`config.mk`:
```
export PLATFORM = sky130hd
export DESIGN_NAME = mc_core_hs
export DESIGN_NICKNAME = d
export VERILOG_FILES = /design/src/rtl/mc_pkg.sv /design/src/rtl/mc_regfile.sv /design/src/rtl/mc_core_hs.sv
export SDC_FILE = /design/constraint.sdc
export NUM_CORES = 2
export LEC_CHECK = 0
export ABC_AREA = 1
export CAP_MARGIN = 20
export CORE_ASPECT_RATIO = 0.6
export CORE_MARGIN = 2
export CORE_UTILIZATION = 25
export CTS_CLUSTER_DIAMETER = 120
export CTS_CLUSTER_SIZE = 16
export DETAILED_ROUTE_END_ITERATION = 10
export PLACE_DENSITY_LB_ADDON = 0.15
export SYNTH_ARGS = -nofsm -noshare
export SYNTH_HDL_FRONTEND = slang
export SYNTH_SLANG_ARGS = --single-unit
```
`constraint.sdc`:
```
create_clock -name clk -period 2.3 [get_ports clk]
set_input_delay 0.23 -clock clk [delete_from_list [all_inputs] [get_ports clk]]
set_output_delay 0.23 -clock clk [all_outputs]
set_load 0.005 [all_outputs]
```
`src/rtl/mc_pkg.sv`:
```
// Shared encodings for the multicycle MIPS-subset core: opcodes, functs,
// FSM states and ALU operations, plus small decode helpers.
package mc_pkg;

    localparam logic [5:0] OP_RTYPE = 6'h00;
    localparam logic [5:0] OP_LW    = 6'h23;
    localparam logic [5:0] OP_SW    = 6'h2B;
    localparam logic [5:0] OP_BEQ   = 6'h04;
    localparam logic [5:0] OP_ADDI  = 6'h08;
    localparam logic [5:0] OP_J     = 6'h02;

    localparam logic [5:0] FN_ADD = 6'h20;
    localparam logic [5:0] FN_SUB = 6'h22;
    localparam logic [5:0] FN_AND = 6'h24;
    localparam logic [5:0] FN_OR  = 6'h25;
    localparam logic [5:0] FN_SLT = 6'h2A;

    typedef enum logic [3:0] {
        RST, FETCH, DECODE, MEMADR, MEMRD, MEMWB, MEMWR,
        EXEC, ALUWB, BRANCH, ADDIWB, JUMP, HALT
    } state_t;

    typedef enum logic [2:0] {
        ALU_ADD, ALU_SUB, ALU_AND, ALU_OR, ALU_SLT
    } alu_op_t;

    function automatic logic funct_ok(input logic [5:0] fn);
        return (fn == FN_ADD) || (fn == FN_SUB) || (fn == FN_AND) ||
               (fn == FN_OR)  || (fn == FN_SLT);
    endfunction

    function automatic alu_op_t alu_op_of(input logic [5:0] fn);
        case (fn)
            FN_SUB:  return ALU_SUB;
            FN_AND:  return ALU_AND;
            FN_OR:   return ALU_OR;
            FN_SLT:  return ALU_SLT;
            default: return ALU_ADD;
        endcase
    endfunction

    // A 5-bit register field is only meaningful if the register exists.
    function automatic logic reg_idx_ok(input logic [4:0] idx, input int nregs);
        return int'({27'b0, idx}) < nregs;
    endfunction

endpackage

```
`src/rtl/mc_regfile.sv`:
```
// Architectural register file: two combinational read ports, one clocked
// write port, register 0 hardwired to zero, asynchronous clear.
module mc_regfile
    import mc_pkg::*;
#(
    parameter int NREGS = 32,
    parameter int XLEN  = 32,
    localparam int AW   = $clog2(NREGS)
) (
    input  logic            clk,
    input  logic            rst_n,
    input  logic [AW-1:0]   ra_addr,
    input  logic [AW-1:0]   rb_addr,
    output logic [XLEN-1:0] ra_data,
    output logic [XLEN-1:0] rb_data,
    input  logic            we,
    input  logic [AW-1:0]   w_addr,
    input  logic [XLEN-1:0] w_data
);

    logic [XLEN-1:0] regs [NREGS];

    generate
        for (genvar gi = 0; gi < NREGS; gi++) begin : g_reg
            if (gi == 0) begin : g_zero
                assign regs[gi] = '0;
            end else begin : g_store
                logic [XLEN-1:0] q_reg;
                always_ff @(posedge clk or negedge rst_n) begin
                    if (!rst_n) begin
                        q_reg <= '0;
                    end else if (we && (w_addr == AW'(gi))) begin
                        q_reg <= w_data;
                    end
                end
                assign regs[gi] = q_reg;
            end
        end
    endgenerate

    assign ra_data = regs[ra_addr];
    assign rb_data = regs[rb_addr];

endmodule

```
`src/rtl/mc_core_hs.sv`:
```
// Multicycle MIPS-subset core with a req/ready memory port, configurable
// width and register count, halt-on-illegal and retire reporting.
module mc_core_hs
    import mc_pkg::*;
#(
    parameter int              XLEN     = 32,
    parameter int              NREGS    = 32,
    parameter logic [XLEN-1:0] RESET_PC = '0,
    parameter int              CNT_W    = 32
) (
    input  logic             clk,
    input  logic             rst_n,
    output logic             mem_req,
    output logic             mem_we,
    output logic [XLEN-1:0]  mem_addr,
    output logic [XLEN-1:0]  mem_wdata,
    input  logic [XLEN-1:0]  mem_rdata,
    input  logic             mem_ready,
    output logic [XLEN-1:0]  pc,
    output logic             retire,
    output logic [CNT_W-1:0] retire_cnt,
    output logic             halted
);

    localparam int AW = $clog2(NREGS);

    state_t            state_reg, state_next;
    logic [XLEN-1:0]   pc_reg, a_reg, b_reg, aluout_reg, mdr_reg;
    logic [31:0]       ir_reg;
    logic [CNT_W-1:0]  retire_cnt_reg;

    logic [5:0]        op, funct;
    logic [4:0]        rs, rt, rd;
    logic [XLEN-1:0]   imm_ext, imm_sh2, jump_target, alu_result;
    logic              illegal;

    logic [XLEN-1:0]   rf_ra_data, rf_rb_data, rf_wdata;
    logic [AW-1:0]     rf_waddr;
    logic              rf_we;

    assign op          = ir_reg[31:26];
    assign rs          = ir_reg[25:21];
    assign rt          = ir_reg[20:16];
    assign rd          = ir_reg[15:11];
    assign funct       = ir_reg[5:0];
    assign imm_ext     = {{(XLEN-16){ir_reg[15]}}, ir_reg[15:0]};
    assign imm_sh2     = {imm_ext[XLEN-3:0], 2'b00};
    assign jump_target = {pc_reg[XLEN-1:28], ir_reg[25:0], 2'b00};

    mc_regfile #(.NREGS(NREGS), .XLEN(XLEN)) u_regfile (
        .clk     (clk),
        .rst_n   (rst_n),
        .ra_addr (rs[AW-1:0]),
        .rb_addr (rt[AW-1:0]),
        .ra_data (rf_ra_data),
        .rb_data (rf_rb_data),
        .we      (rf_we),
        .w_addr  (rf_waddr),
        .w_data  (rf_wdata)
    );

    // Only the fields an opcode actually uses as register numbers are range-checked.
    always_comb begin
        illegal = 1'b0;
        case (op)
            OP_RTYPE: illegal = !funct_ok(funct) || !reg_idx_ok(rs, NREGS) ||
                                !reg_idx_ok(rt, NREGS) || !reg_idx_ok(rd, NREGS);
            OP_LW, OP_SW, OP_BEQ, OP_ADDI:
                      illegal = !reg_idx_ok(rs, NREGS) || !reg_idx_ok(rt, NREGS);
            OP_J:     illegal = 1'b0;
            default:  illegal = 1'b1;
        endcase
    end

    always_comb begin
        alu_result = '0;
        case (alu_op_of(funct))
            ALU_ADD: alu_result = a_reg + b_reg;
            ALU_SUB: alu_result = a_reg - b_reg;
            ALU_AND: alu_result = a_reg & b_reg;
            ALU_OR:  alu_result = a_reg | b_reg;
            ALU_SLT: alu_result[0] = $signed(a_reg) < $signed(b_reg);
            default: alu_result = '0;
        endcase
    end

    always_ff @(posedge clk or negedge rst_n) begin
        if (!rst_n) begin
            state_reg <= RST;
        end else begin
            state_reg <= state_next;
        end
    end

    // Next state plus every combinational output: memory port, retire, write-back.
    always_comb begin
        state_next = state_reg;
        mem_req    = 1'b0;
        mem_we     = 1'b0;
        mem_addr   = pc_reg;
        mem_wdata  = '0;
        retire     = 1'b0;
        rf_we      = 1'b0;
        rf_waddr   = rt[AW-1:0];
        rf_wdata   = aluout_reg;
        case (state_reg)
            RST:    state_next = FETCH;
            FETCH: begin
                mem_req = 1'b1;
                if (mem_ready) state_next = DECODE;
            end
            DECODE: begin
                if (illegal) begin
                    state_next = HALT;
                end else begin
                    case (op)
                        OP_LW, OP_SW:      state_next = MEMADR;
                        OP_RTYPE, OP_ADDI: state_next = EXEC;
                        OP_BEQ:            state_next = BRANCH;
                        OP_J:              state_next = JUMP;
                        default:           state_next = HALT;
                    endcase
                end
            end
            MEMADR: state_next = (op == OP_LW) ? MEMRD : MEMWR;
            MEMRD: begin
                mem_req  = 1'b1;
                mem_addr = aluout_reg;
                if (mem_ready) state_next = MEMWB;
            end
            MEMWB: begin
                rf_we      = 1'b1;
                rf_wdata   = mdr_reg;
                retire     = 1'b1;
                state_next = FETCH;
            end
            MEMWR: begin
                mem_req   = 1'b1;
                mem_we    = 1'b1;
                mem_addr  = aluout_reg;
                mem_wdata = b_reg;
                if (mem_ready) begin
                    retire     = 1'b1;
                    state_next = FETCH;
                end
            end
            EXEC:   state_next = (op == OP_ADDI) ? ADDIWB : ALUWB;
            ALUWB: begin
                rf_we      = 1'b1;
                rf_waddr   = rd[AW-1:0];
                retire     = 1'b1;
                state_next = FETCH;
            end
            ADDIWB: begin
                rf_we      = 1'b1;
                retire     = 1'b1;
                state_next = FETCH;
            end
            BRANCH, JUMP: begin
                retire     = 1'b1;
                state_next = FETCH;
            end
            HALT:    state_next = HALT;
            default: state_next = RST;
        endcase
    end

    always_ff @(posedge clk or negedge rst_n) begin
        if (!rst_n) begin
            pc_reg         <= RESET_PC;
            ir_reg         <= '0;
            a_reg          <= '0;
            b_reg          <= '0;
            aluout_reg     <= '0;
            mdr_reg        <= '0;
            retire_cnt_reg <= '0;
        end else begin
            if (retire) retire_cnt_reg <= retire_cnt_reg + CNT_W'(1);
            case (state_reg)
                FETCH: begin
                    if (mem_ready) begin
                        ir_reg <= mem_rdata[31:0];
                        pc_reg <= pc_reg + XLEN'(4);
                    end
                end
                DECODE: begin
                    a_reg      <= rf_ra_data;
                    b_reg      <= rf_rb_data;
                    aluout_reg <= pc_reg + imm_sh2;
                end
                MEMADR: aluout_reg <= a_reg + imm_ext;
                MEMRD:  if (mem_ready) mdr_reg <= mem_rdata;
                EXEC:   aluout_reg <= (op == OP_ADDI) ? (a_reg + imm_ext) : alu_result;
                BRANCH: if (a_reg == b_reg) pc_reg <= aluout_reg;
                JUMP:   pc_reg <= jump_target;
                default: ;
            endcase
        end
    end

    assign pc         = pc_reg;
    assign retire_cnt = retire_cnt_reg;
    assign halted     = (state_reg == HALT);

endmodule

```
==> results summary <==
For met1 alone, demand over resource in global routing was 44.03%. Tracing the worst setup path back leads to its startpoint at state_reg[2]. The final cell count without fillers is 15531.

The number of hold violations in the final report is 0. The max-cap violation count came out at 0. The total die area is between 300000 and 400000 sq um. The cell sitting at the root of the clock tree is a sky130_fd_sc_hd__clkbuf_16. STA puts the critical path data arrival time at 2.43 ns. The register area share after synthesis came out at 41.25%.

In the synthesized netlist, the number of instances is 10450. The register with the most flip-flops in the layout has between 900 and 1000 of them. The post-synthesis register bit count came out at 1220. The startpoint identified for the worst register-to-register timing path is a_reg[0]. The die extent in x is 706.4 um. The count of buffers added on input and output ports is 166.

The power per unit of standard cell area is 1542 nW/um^2. The required time of the critical path came out at around 2.1 ns. The detailed placement HPWL is 295600 um. The top cell type by area accounts for 41.25% of the synthesized area. After clock tree synthesis, the clock-pin slew on the worst setup and hold paths is about 0.09 ns. The checks that failed: setup timing. For this run, the top clock speed supported by timing is 375.4 MHz. The number of distinct library cell variants in the gate-level netlist after synthesis is 54. The final-layout setup total negative slack came out at -169.24 ns. TritonCTS built the clock tree. The total nets after synthesis came out at 10649. The time the final worst path needs with I/O delays and setup came out at about 2.7 ns. In this run the most critical hold path is launched from mem_rdata[28]. The placeable core area came out at 294000 sq um. The via count of the routed design is 84056.

The largest net degree at the start of global routing came out at approximately 100. The flow ran to the end, but the final reports show violations. The maximum clock skew at final layout is 0.07480 ns.

The number of buffers on the longest clock path is 3. During I/O placement, the number of pins put on the boundary was between 150 and 200. The detailed-routing iteration count for the pre-antenna-repair pass is 6.

The number of clock buffers inserted by TritonCTS came out at 86. Setup violations remaining at the end of the flow were counted as 1124. After layout, the worst setup slack is -0.3639 ns.

The total track usage is 27.24%. The initial antenna violation count is 31. STA classifies the critical path startpoint as a flop.

The DRC violation count after routing is 0. The type of destination of the critical path is an output port. After detailed placement, the design holds a cell count of 15158. The die height came out at 425.4 um. The final count of pins violating max slew came to 0.

Yosys attributes the largest share of cell area to sky130_fd_sc_hd__dfrtp_1, sky130_fd_sc_hd__o21ai_0, sky130_fd_sc_hd__nand2_1, sky130_fd_sc_hd__nand3_1, sky130_fd_sc_hd__a21oi_1. The commonest cells after synthesis are sky130_fd_sc_hd__nand2_1, sky130_fd_sc_hd__o21ai_0, sky130_fd_sc_hd__dfrtp_1. The number of nets with antenna violations after routing came out at 0.

The area growth from synthesis to layout came out at 42.09%. The most instantiated library cell after synthesis is sky130_fd_sc_hd__nand2_1. In this run the number of H-tree levels came out at 3.

The final weighted congestion in routability-driven placement came out at ~1. The tightest min-delay check is of the input port to flop type. The met3 usage in global routing came out at 5.874%. The number of nets in the layout is 11813. The setup path with the least slack is of type flop to output port. The number of filler instances in the final layout is between 30000 and 40000.

The library cell with the largest summed area after synthesis is sky130_fd_sc_hd__dfrtp_1. The clock latency of the later-clocked register in the worst-skew pair is approximately 0.78 ns. The first global-routing pass estimated 595200 um of wire. The initial DRC count is 11708. The final global-route overflow total came out at 0.

The via count of the first global-routing pass is 76217. The completed layout was analyzed and its total power is about 160000 uW. The total wirelength of the detailed-routed design is 439400 um.

Along the worst path, the maximum fanout reaches 3. The synthesized netlist occupies a cell area of 74000 sq um. The relative slew slack is 53.65%. The detail-routed net length per standard cell is around 28 um. VDD sags by at most between 0.6 and 0.7 mV. The starting utilization of the core area came out at 25.17%.

The mean instance size in the synthesized netlist came out at 7.082 sq um. Global routing used 35.54% of the available met2 tracks. The count of yosys warnings during synthesis came out at 0.

The final clock period utilization by the worst path is 115.8%. Summed over all cells, the static leakage comes to 0.04575 uW. Row generation in the floorplan step produced 154 rows. Setup repair after global routing could not meet its margin everywhere. The fraction of layout instances using a drive strength above 1 came out at 27.55%. The worst register-to-register path has a setup slack of -0.34 ns.

The clock sink count is 1220. The actual slew at the worst max-slew pin came out at 0.6953 ns. The utilization after layout is 35.76%.

In the synthesized netlist the dominant register cell turns out to be sky130_fd_sc_hd__dfrtp_1. The number of flops mapped to enable cells by yosys is 0. After detailed routing, the number of vias per cell comes to 5.412. After global routing, the most crowded layer is met1. For this run, asynchronously set or reset flops after synthesis account for 100.0%.
cells in the final DEF (no fill, tap or decap), drive strengths merged, types with 3 or more instances in the layout:
cell / count
inv: 984
nor3: 42
clkinv: 7
bufbuf: 6
o22ai: 47
nand2: 1980
a21o: 6
xnor2: 8
clkdlybuf4s50: 97
o221ai: 6
or2: 7
mux2i: 3
nand3: 1115
fa: 4
clkinvlp: 4
and3: 5
ha: 160
clkbuf: 127
nand4: 47
a22oi: 12
xor2: 52
diode: 6
nor4: 16
o31ai: 5
a221oi: 3
o21a: 7
a21oi: 1068
o211ai: 73
nand3b: 21
o21bai: 13
buf: 1744
o21ai: 2301
and2: 8
nor2: 402
dfrtp: 1220
a31oi: 9
a21boi: 4
worst max-delay path, cell delays in order (launching register included):
cell                         delay (ns)
sky130_fd_sc_hd__dfrtp_1           0.43
sky130_fd_sc_hd__buf_6             0.13
sky130_fd_sc_hd__nand2_4           0.05
sky130_fd_sc_hd__buf_6             0.13
sky130_fd_sc_hd__nor2_4            0.17
sky130_fd_sc_hd__buf_12            0.16
sky130_fd_sc_hd__clkinvlp_4        0.09
sky130_fd_sc_hd__buf_6             0.13
sky130_fd_sc_hd__buf_4             0.13
sky130_fd_sc_hd__o21ai_2           0.12
sky130_fd_sc_hd__buf_2             0.13
path summary, 6_finish.rpt:
check,cells after the start,to
worst min register to register,2,u_regfile.g_reg[10].g_store.q_reg[17]
worst min-delay path,3,ir_reg[28]
worst max-delay path,10,mem_addr[14]
worst max register to register,14,pc[12]
max in group asynchronous,4,u_regfile.g_reg[28].g_store.q_reg[16]
min in group asynchronous,2,u_regfile.g_reg[29].g_store.q_reg[5]
through the flow:
stage                     hold WS, ns  area, sq um  setup WS [ns]
final                         0.07115       105200        -0.3639
after detailed placement       0.1561        92050        -0.8680
after global placement         0.1550        92050        -0.9170
after global routing          0.06642       105100        -0.4368
after CTS                     0.01610       100800        -0.4122
after floorplan              -0.06559        74010        0.03047
kinds of logic (layout without fill, tap and decap cells):
kind of cell    Yosys count  in the layout  share of synthesized area [%]
simple gates           3643           3645                          21.19
compound gates         3561           3561                          24.70
buf+inv                1797           2970                          9.265
flops                  1220           1220                          41.25
fa+ha+maj               164            164                          2.813
xor+xnor                 60             60                         0.7101
mux                       5              5                        0.07101
other cells               0              6                              0
report_power, final:
part,total [uW],switching (uW),internal [uW]
clock network,15700,8870,6870
registers,35000,6320,28700
logic,111000,67800,43600
total,162000,83000,79200
layer usage:
layer	wire, um	share of wire (%)	up-vias
met5	35	0.0080	-
met1	214900	49	41406
met2	164600	37	4591
met3	48120	11	569
li1	-	-	37484
met4	11730	2.7	6
area by class of cell:
class | count | area, sq um | share of cell area, %
sequential | 1220 | 30580 | 29.08
timing repair inverter | 2 | 25.02 | 0.02380
multi-input combinational | 7435 | 43350 | 41.23
antenna | 6 | 15.01 | 0.01428
tap | 3900 | 4880 | 4.641
timing repair buffer | 1880 | 20170 | 19.18
inverter | 989 | 3841 | 3.653
clock inverter | 4 | 65.06 | 0.06188
clock buffer | 95 | 2228 | 2.119
timing repair:
action | CTS | global route
hold buffers | 1 | 0
endpoints found under the hold margin | 945 | 0
pin swaps | 248 | 297
setup endpoints to repair | 800 | 1201
cloned | 31 | 36
buffers inserted | 145 | 93
resized for setup | 1546 | 853
Power figures use the tool's default switching activity.
